**src/rtl/mcu_pkg.sv**
```systemverilog
// Shared MCU definitions: datapath widths, PC stepping and the fetch queue entry layout.
package mcu_pkg;
  localparam int PC_W = 32;
  localparam int INSTR_W = 32;
  localparam logic [INSTR_W-1:0] NOP_INSTR = 32'h0;
  localparam logic [PC_W-1:0] PC_STEP = 32'd4;
  localparam logic [PC_W-1:0] RESET_PC_DEFAULT = 32'h0;

  typedef struct packed {
    logic [INSTR_W-1:0] instr;
    logic [PC_W-1:0]    pc_plus4;
  } fetch_entry_t;
endpackage

```
**src/rtl/sync_fifo.sv**
```systemverilog
// Single-clock circular FIFO with push/pop/clear and a combinational head output.
// The caller only pushes when count < DEPTH or when it pops in the same cycle.
module sync_fifo #(
  parameter int WIDTH = 32,
  parameter int DEPTH = 4,
  localparam int AW = $clog2(DEPTH),
  localparam int CW = AW + 1
) (
  input  logic             clk,
  input  logic             reset,
  input  logic             clear,
  input  logic             push,
  input  logic             pop,
  input  logic [WIDTH-1:0] din,
  output logic [WIDTH-1:0] head,
  output logic [CW-1:0]    count
);
  logic [WIDTH-1:0] mem [DEPTH];
  logic [AW-1:0]    rd_ptr;
  logic [AW-1:0]    wr_ptr;

  // Clear discards everything by catching the read pointer up to the write pointer.
  always_ff @(posedge clk) begin
    if (reset) begin
      rd_ptr <= '0;
      wr_ptr <= '0;
      count  <= '0;
    end else if (clear) begin
      rd_ptr <= wr_ptr;
      count  <= '0;
    end else begin
      if (push) wr_ptr <= wr_ptr + 1'b1;
      if (pop)  rd_ptr <= rd_ptr + 1'b1;
      count <= count + CW'(push) - CW'(pop);
    end
  end

  always_ff @(posedge clk) begin
    if (push && !clear && !reset) mem[wr_ptr] <= din;
  end

  assign head = mem[rd_ptr];
endmodule

```
**src/rtl/inst_fetch_queue.sv**
```systemverilog
// Instruction prefetch stage: owns the fetch PC, buffers fetched words with PC+4,
// and hands them to decode; a decode redirect flushes the queue and restarts fetch.
module inst_fetch_queue
  import mcu_pkg::*;
#(
  parameter int DEPTH = 4,
  parameter logic [31:0] RESET_PC = RESET_PC_DEFAULT,
  localparam int CW = $clog2(DEPTH) + 1
) (
  input  logic          clk,
  input  logic          reset,
  output logic [31:0]   imem_addr,
  input  logic [31:0]   imem_rdata,
  input  logic          redirect_valid,
  input  logic [31:0]   redirect_pc,
  output logic          instr_valid,
  output logic [31:0]   instr,
  output logic [31:0]   pc_plus4,
  input  logic          instr_ready,
  output logic [CW-1:0] occupancy
);
  localparam logic [CW-1:0] FULL_COUNT = CW'(DEPTH);

  logic [PC_W-1:0] fetch_pc;
  logic [PC_W-1:0] fetch_pc_next;
  logic            push;
  logic            pop;
  fetch_entry_t    wr_entry;
  fetch_entry_t    head_entry;
  logic [CW-1:0]   count;

  // Handshake: a head word transfers on any cycle where instr_valid && instr_ready,
  // unless redirect_valid is high, in which case the head is flushed instead.
  assign pop           = instr_valid & instr_ready & ~redirect_valid;
  assign push          = ~redirect_valid & ((count < FULL_COUNT) | pop);
  assign fetch_pc_next = fetch_pc + PC_STEP;
  assign wr_entry      = '{instr: imem_rdata, pc_plus4: fetch_pc_next};

  always_ff @(posedge clk) begin
    if (reset)               fetch_pc <= RESET_PC;
    else if (redirect_valid) fetch_pc <= redirect_pc;
    else if (push)           fetch_pc <= fetch_pc_next;
  end

  sync_fifo #(
    .WIDTH($bits(fetch_entry_t)),
    .DEPTH(DEPTH)
  ) u_fifo (
    .clk   (clk),
    .reset (reset),
    .clear (redirect_valid),
    .push  (push),
    .pop   (pop),
    .din   (wr_entry),
    .head  (head_entry),
    .count (count)
  );

  // Stale array contents never leave the block: outputs are zero while empty.
  assign imem_addr   = fetch_pc;
  assign instr_valid = (count != '0);
  assign instr       = instr_valid ? head_entry.instr : NOP_INSTR;
  assign pc_plus4    = instr_valid ? head_entry.pc_plus4 : '0;
  assign occupancy   = count;
endmodule

```
**config.mk**
```make
export PLATFORM = sky130hd
export DESIGN_NAME = inst_fetch_queue
export DESIGN_NICKNAME = d
export VERILOG_FILES = /design/src/rtl/mcu_pkg.sv /design/src/rtl/sync_fifo.sv /design/src/rtl/inst_fetch_queue.sv
export SDC_FILE = /design/constraint.sdc
export NUM_CORES = 1
export LEC_CHECK = 0
export ABC_AREA = 1
export CORE_MARGIN = 2
export CORE_UTILIZATION = 35
export CTS_CLUSTER_DIAMETER = 120
export DETAILED_ROUTE_END_ITERATION = 8
export PLACE_DENSITY = 0.58
export SLEW_MARGIN = 20
export SYNTH_ARGS = -nofsm -noshare
export SYNTH_HDL_FRONTEND = slang
export SYNTH_HIERARCHICAL = 1
export SYNTH_SLANG_ARGS = --single-unit
export TNS_END_PERCENT = 1
```
**constraint.sdc**
```tcl
create_clock -name clk -period 9.9 [get_ports clk]
set_clock_uncertainty 0.15 [all_clocks]
set_input_delay 2.475 -clock clk [delete_from_list [all_inputs] [get_ports clk]]
set_output_delay 2.475 -clock clk [all_outputs]
set_load 0.01 [all_outputs]
```
==> summary.md <==
| Metric | Value |
|---|---|
| Status | `completed` |
| H-tree Lvls | `1` |
| Synth Flop Type | `edfxtp_1` |
| Layout cell share with drive strength beyond 1 | `0.0646` |
| Sw Ratio | `0.236` |
| Worst Tran Pin Value | `1050 ps` |
| Die area | `38,000 µm²` |
| Most common cell after layout, fill and taps aside | `nor2_1` |
| Max rail drop VDD | `0.136 mV` |
| R2R Setup Slk | `6640 ps` |
| RSZ-0062 raised after global routing | `false` |
| Synth-to-Final Area Change | `22.9%` |
| Largest net degree at the start of global routing | `105` |
| Reg power frac | `0.521` |
| Hold Buf Count CTS | `0` |
| Gates resized, CTS repair | `0` |
| Reg2reg end | `u_fifo/mem[1][1]` |
| Count of pins over their slew limit | `0` |
| Max-cap violations | `0` |
| Total gr overflow | `0` |
| TritonCTS clock tree | `built` |
| Fmax achieved | `~150 MHz` |
| Synth top area cells | `edfxtp_1 60%, nor2_1 8.4%, dfxtp_1 6.4%` |
| Setup TNS | `0 ps` |
| Leakage Power | `between 5 and 6 nW` |
| Root buffer cell | `clkbuf_16` |
| PwrDens | `173 nW/µm²` |
| Internal power | `2.07 mW` |
| Final hold vios | `0` |
| Post-DR vias/cell | `4.78` |
| Clk pwr share | `0.371` |
| Die Span Y | `195 µm` |
| Sequential share of the synthesized area | `0.666` |
| Chip Width | `a little under 200 µm` |
| Top cell type's share of synthesized area | `0.602` |
| GRT Util Overall | `0.158` |
| FP Rows | `69` |
| Global-route wire length before repair | `47,800 µm` |
| Drt pass-1 iters | `5` |
| # IOs | `about 170` |
| Mean Syn Cell Area | `10.6 µm²` |
| CTS Buf Count | `30` |
| Synth unique cells | `31` |
| Required time of the critical path | `about 7300 ps` |
| Final Net Count | `around 1,400` |
| P_sw | `0.641 mW` |
| CTS clk-pin slew, worst paths | `60 ps` |
| Critical Path Fanout Max | `75` |
| Final GP Congestion | `0.813` |
| Final setup fails | `0` |
| Worst R2R Path Depth | `5` |
| Area leader, netlist | `edfxtp_1` |
| DRC | `0` |
| WP data arrival | `3850 ps` |
| Filler instances | `3,399` |
| DRT antenna net count | `0` |
| Core Util, Final | `0.439` |
| Initial core utilization | `0.357` |
| Bufs on Longest Clock Path | `3` |
| Most frequent cells in the layout | `283 x nor2_1, 256 x edfxtp_1, 167 x clkdlybuf4s50_1` |
| Worst min path class | `reg2reg` |
| Crit end category | `output pin` |
| Worst r2r src | `u_fifo/count[2]` |
| Mapped Area | `12,800 µm²` |
| Port bufs | `approximately 170` |
| Warnings from Yosys | `6` |
| Clock latency at the later pin of the worst-skew pair | `550 ps` |
| DR WL/cell | `16.5 µm` |
| Number of global-route vias before repair | `between 8,000 and 9,000` |
| Tcrit/Tclk final | `0.654` |
| Num Clock Sinks | `297` |
| Synth Net Count | `1,285` |
| Hold_sp | `u_fifo/rd_ptr[1]` |
| Slew HR | `0.300` |
| Tmin final | `6470 ps` |
| Initial antenna violation count | `0` |
| Post-synth EDFFs | `256` |
| Core area | `35,700 µm²` |
| Dpl hpwl | `18,800 µm` |
| Startpoint class of the critical path | `register` |
| Post-Synthesis Cells | `1,209` |
| Combinational power share | `0.108` |
| Vias | `8,797` |
| # Post-CTS Setup Buffers | `0` |
| Routed Wire Length | `30,400 µm` |
| Register bit total from synthesis | `about 300` |
| Iteration-0 DRC count of the detailed router | `592` |
| Async set-or-reset flop fraction in the synthesized netlist | `0` |
| Worst setup path class | `reg2out` |
| Hold path cells | `2` |
-- synth_stat cells, types with 8 or more instances --
| cell | instances |
|---|---|
| dfxtp_1 | 41 |
| nor2_4 | 9 |
| nand3_1 | 11 |
| nor2_1 | 287 |
| a22oi_1 | 21 |
| clkbuf_1 | 27 |
| nand2_1 | 132 |
| edfxtp_1 | 256 |
| buf_2 | 18 |
| o21ai_1 | 40 |
| a21oi_1 | 31 |
| inv_1 | 101 |
| o21ai_0 | 156 |
| buf_4 | 13 |
| a31oi_1 | 8 |
-- area by class of cell --
type / count / area (µm²) / area share
clock inverter: 12 / 72.6 / 0.00462
multi-input combinational: 747 / 3600 / 0.229
timing repair buffer: 178 / 1750 / 0.112
tap: 461 / 577 / 0.0367
clock buffer: 41 / 792 / 0.0504
inverter: 103 / 389 / 0.0248
sequential: 297 / 8510 / 0.542
antenna: 1 / 2.50 / 0.000159
-- state kept, by name, indices dropped and copies added (netlist names), named ones only --
| signal | flops |
|---|---|
| imem_addr | 32 |
| u_fifo/wr_ptr | 2 |
| u_fifo/count | 3 |
| u_fifo/rd_ptr | 2 |
| u_fifo/mem | 256 |
-- through the flow --
| step | hold WS, ps | cell area [µm²] | power, mW | setup WS, ps | instances |
|---|---|---|---|---|---|
| floorplan | 329 | 12800 | 1.58 | 3430 | 1209 |
| global placement | 371 | 14800 | 1.73 | 3950 | 1786 |
| detailed placement | 385 | 14800 | 1.74 | 3880 | 1786 |
| CTS | 394 | 15700 | 2.74 | 3340 | 1839 |
| global route | 429 | 15700 | 2.81 | 3060 | 1839 |
| finish | 379 | 15700 | 2.71 | 3430 | 1840 |
-- routing by layer --
layer  global-route usage  up-vias  share of wire
met5                    0        -              0
met4               0.0410        0          0.022
met3               0.0216       42          0.050
met2                0.254      248           0.46
met1                0.226     4143           0.47
li1                     -     4364              -
-- critical path, cell delays in order (launching register included) --
cell             delay, ps
dfxtp_4                810
clkinv_2               740
buf_4                  560
o21ai_0                360
o21ai_1                140
inv_1                   80
nor2_1                  40
clkdlybuf4s50_1        500
-- cells by family after synthesis --
| family | share of synthesized area |
|---|---|
| AND/OR/NAND/NOR | 0.150 |
| adder cells (fa/ha/maj) | 0.00842 |
| XOR/XNOR | 0.0151 |
| buffers and inverters | 0.0547 |
| AO/OA/AOI/OAI | 0.106 |
| flip-flops | 0.666 |
-- power by group through the flow --
stage,Combinational (mW),Clock [mW],Sequential [mW]
finish,0.292,1.01,1.41
global route,0.327,1.07,1.42
CTS,0.299,1.03,1.41
detailed placement,0.298,0,1.44
global placement,0.295,0,1.44
floorplan,0.153,0,1.43
-- worst max-delay path by stage --
stage | from | end | slack, ps | cells past startpoint
2_1_floorplan | redirect_valid | u_fifo/mem[0][0] | 3430 | 5
3_3_place_gp | register | pc_plus4[14] | 3950 | 7
3_5_place_dp | redirect_valid | u_fifo/mem[1][55] | 3880 | 7
4_1_cts | register | pc_plus4[14] | 3340 | 7
5_1_grt | register | pc_plus4[20] | 3060 | 7
6_report | register | pc_plus4[24] | 3430 | 7
(Power assumes the default switching activity.)
